`config.mk`:
```
export PLATFORM = sky130hd
export DESIGN_NAME = bin_to_bcd_seq
export DESIGN_NICKNAME = d
export VERILOG_FILES = /design/src/rtl/bcd_pkg.sv /design/src/rtl/bcd_digit_adj.sv /design/src/rtl/bin_to_bcd_seq.sv
export SDC_FILE = /design/constraint.sdc
export NUM_CORES = 1
export LEC_CHECK = 0
export BUFFER_PORTS_ARGS = -buffer_cell sky130_fd_sc_hd__buf_2
export CORE_MARGIN = 3
export CORE_UTILIZATION = 26
export DETAILED_ROUTE_END_ITERATION = 10
export PLACE_DENSITY = 0.5
export SKIP_LAST_GASP = 1
export SLEW_MARGIN = 20
export SYNTH_ARGS = -nofsm -noshare
export SYNTH_HDL_FRONTEND = slang
export SYNTH_HIERARCHICAL = 1
export SYNTH_SLANG_ARGS = --single-unit
```
`constraint.sdc`:
```
create_clock -name clk -period 4.4 [get_ports clk]
set_clock_uncertainty 0.15 [all_clocks]
set_input_delay 0.66 -clock clk [delete_from_list [all_inputs] [get_ports clk]]
set_output_delay 0.66 -clock clk [all_outputs]
set_load 0.05 [all_outputs]
```
`src/rtl/bcd_pkg.sv`:
```
// Shared definitions for the sequential binary-to-BCD converter:
// FSM states, default geometry and the digit-count rule.
package bcd_pkg;

    typedef enum logic {
        ST_IDLE,
        ST_CONVERT
    } bcd_state_t;

    localparam int unsigned DEFAULT_WIDTH  = 8;
    localparam int unsigned DEFAULT_DIGITS = 3;

    // Smallest digit count d with 10^d > 2^width - 1 (valid for width <= 60).
    function automatic int unsigned digits_needed(input int unsigned width);
        longint unsigned max_val;
        longint unsigned limit;
        int unsigned     d;
        max_val = (64'd1 << width) - 64'd1;
        limit   = 64'd10;
        d       = 1;
        while (limit <= max_val) begin
            d     = d + 1;
            limit = limit * 64'd10;
        end
        return d;
    endfunction

endpackage

```
`src/rtl/bcd_digit_adj.sv`:
```
// Double-dabble digit correction: a nibble of 5 or more gets 3 added
// (modulo 16) so the following left shift carries into the next digit.
module bcd_digit_adj (
    input  logic [3:0] digit,
    output logic [3:0] adjusted
);

    always_comb begin
        adjusted = digit;
        if (digit >= 4'd5) begin
            adjusted = digit + 4'd3;
        end
    end

endmodule

```
`src/rtl/bin_to_bcd_seq.sv`:
```
// Sequential shift-and-add-3 converter with start/busy/done handshake.
// The bcd output register only updates on the final shift, so it never shows scratch values.
module bin_to_bcd_seq
    import bcd_pkg::*;
#(
    parameter int unsigned WIDTH  = DEFAULT_WIDTH,
    parameter int unsigned DIGITS = DEFAULT_DIGITS
) (
    input  logic                  clk,
    input  logic                  reset,
    input  logic                  start,
    input  logic [WIDTH-1:0]      bin,
    output logic [4*DIGITS-1:0]   bcd,
    output logic                  busy,
    output logic                  done
);

    localparam int unsigned CW = $clog2(WIDTH + 1);

    if (DIGITS < digits_needed(WIDTH)) begin : g_bad_digits
        $fatal(1, "bin_to_bcd_seq: DIGITS too small for WIDTH");
    end

    bcd_state_t            state;
    logic [WIDTH-1:0]      bin_sr;
    logic [4*DIGITS-1:0]   scratch;
    logic [4*DIGITS-1:0]   adj;
    logic [4*DIGITS-1:0]   shifted;
    logic [CW-1:0]         cnt;

    for (genvar g = 0; g < DIGITS; g++) begin : g_adj
        bcd_digit_adj u_adj (
            .digit    (scratch[4*g +: 4]),
            .adjusted (adj[4*g +: 4])
        );
    end

    // Correct first, then shift the next binary MSB into the scratch LSB.
    always_comb begin
        shifted = {adj[4*DIGITS-2:0], bin_sr[WIDTH-1]};
    end

    always_ff @(posedge clk or posedge reset) begin
        if (reset) begin
            state   <= ST_IDLE;
            bin_sr  <= '0;
            scratch <= '0;
            cnt     <= '0;
            bcd     <= '0;
            busy    <= 1'b0;
            done    <= 1'b0;
        end else begin
            done <= 1'b0;
            case (state)
                ST_IDLE: begin
                    if (start) begin
                        bin_sr  <= bin;
                        scratch <= '0;
                        cnt     <= CW'(WIDTH);
                        busy    <= 1'b1;
                        state   <= ST_CONVERT;
                    end
                end
                ST_CONVERT: begin
                    scratch <= shifted;
                    bin_sr  <= bin_sr << 1;
                    cnt     <= cnt - CW'(1);
                    if (cnt == CW'(1)) begin
                        bcd   <= shifted;
                        done  <= 1'b1;
                        busy  <= 1'b0;
                        state <= ST_IDLE;
                    end
                end
                default: state <= ST_IDLE;
            endcase
        end
    end

endmodule
```
==> results.cfg <==
[timing]
hold_viol = 0
max_freq_ghz = 0.482
worst_slew_pin_slew_ns = 0.971
setup_ws_ns = 2.32
setup_viol_count_final = 0
post-route-min-period_ns = 2.08
drv_slew = 0
period_share = 0.472
grt_setup_unrepaired = no
fin_tns_setup_ns = 0
relSlewSlack = 0.350

[cts]
path_clk_slew_ns = 0.07
cts.path.max_buffers = 2
hold_buffers = 0
post_cts_buffers = 0
cts_tree = done
cts_root_buf = clkbuf_8
cts_sinks = 39
insertion_delay_ns = 0.29
ctsResizeCount = 0
cts_buffers = 5
htreeDepth = 2

[logic_synthesis]
syn_avg_cell_area_um2 = 10.6
synth-warning-count = 6
syn-num-nets = 194
netlist_area_um2 = 1850
syn_inst = 175

[route]
vias = 1249
routedWlPerCell_um = 11.4
drt-initial-drc-count = 51
drcViolationCount = 0
vias_per_cell = 4.21
ant_nets = 0
first_pass_iters = 4
routed_wl_um = 3390

[placed_design]
place_ws_ns = 2.28
place_congestion = 0.732
placed_cells = 290
io_buffers = 24
place_hpwl_um = 2250
placed_area_um2 = 2070

[floorplan]
start_util = 0.271
die_x_um = 90.4
dieHeight_um = 90.4
core_um2 = 6830
pin_count = 25
placementRows = 30
die-area_um2 = 8170

[global_routing]
antenna_found_initial = 0
grt_pass1_vias = 1257
track_usage = 0.0895
grt_pass1_wl_um = 5990
grt_overflow = 0
grt_start_max_net_pins = 40

[setup_path]
end_kind = flip-flop
start_kind = flip-flop
critical_path_class = reg2reg
critPathRequiredTime_ns = 4.42
path_max_fanout = 15
reg2reg_depth = 4
crit_arrival_ns = 2.10

[run]
maxCapViolations = 0

[layout]
drive_above_1_share = 0.249
final_area_um2 = 2160
ff_latch_area_um2 = 976
stdcell_count = 297
antenna_cells = 0
areaGrowthSynthToFinish_pct = 16.6
multi_input_area_um2 = 802
post-route-util = 0.316
nFillCells = 743
nNetsFinal = 220

[power_and_ir_drop]
vdd_drop_max_mv = 0.357
leakagePower_nw = 1.03
power_density_nw_per_um2 = 806

[min_path]
min_path_type = in2async

[status]
outcome = finished, final reports clean
[state kept, by name (all words and copies together) (netlist names)]
name	flops
scratch	12
bcd	12
busy	1
cnt	4
done	1
bin_sr	8
state	1
[cells in the final DEF (no fill, tap or decap), types with 2 or more instances in the layout]
master	n
clkbuf_8	6
nand2b_1	5
a22o_1	4
mux2_2	12
o21ai_1	2
a21oi_1	2
buf_2	24
ha_1	8
nand2_1	37
dfrtp_1	39
mux2i_1	12
o21ai_0	20
a21oi_2	3
buf_4	2
inv_1	9
nor2_1	7
xnor2_1	3
[metal layers]
| metal | part of all wire | wire length, µm | GRT usage |
|---|---|---|---|
| met2 | 0.45 | 1520 | 0.134 |
| met3 | 0.034 | 116 | 0.0258 |
| met5 | 0 | 0 | 0 |
| met1 | 0.50 | 1710 | 0.122 |
| met4 | 0.012 | 41 | 0.0344 |
[power by group]
part	switching (mW)	total (mW)	internal (mW)
combinational	0.541	0.859	0.318
sequential	0.116	0.637	0.521
clock	0.120	0.243	0.123
total	0.777	1.74	0.962
[worst paths after layout]
path / slack, ns / endpoint / start
worst max-delay path: 2.32 / bcd[8] / cnt[1]
worst min-delay path: 0.33 / bcd[1] / reset
worst max register to register: 2.32 / bcd[8] / cnt[1]
worst min register to register: 0.34 / bin_sr[2] / bin_sr[1]
max in group asynchronous: 3.44 / bcd[6] / reset
min in group clk: 0.34 / bin_sr[2] / bin_sr[1]
[area by class of cell]
class,instances,area share
repair buffers,26,0.0626
well taps,96,0.0557
clock buffers,6,0.0383
flip-flops and latches,39,0.452
inverters,10,0.0174
clock inverters,1,0.00232
multi-input cells,119,0.372
[critical path, cell delays in order (launching register included)]
cell     delay [ns]
dfrtp_1        0.40
inv_1          0.08
ha_1           0.14
nor4b_4        0.78
mux2_2         0.41
[stage by stage]
step / hold slack, ns / total power, mW
after floorplan: 0.299 / 1.33
after global placement: 0.314 / 1.51
after detailed placement: 0.324 / 1.52
after CTS: 0.344 / 1.77
after global routing: 0.370 / 1.89
final: 0.325 / 1.74
Power figures use the tool's default switching activity.
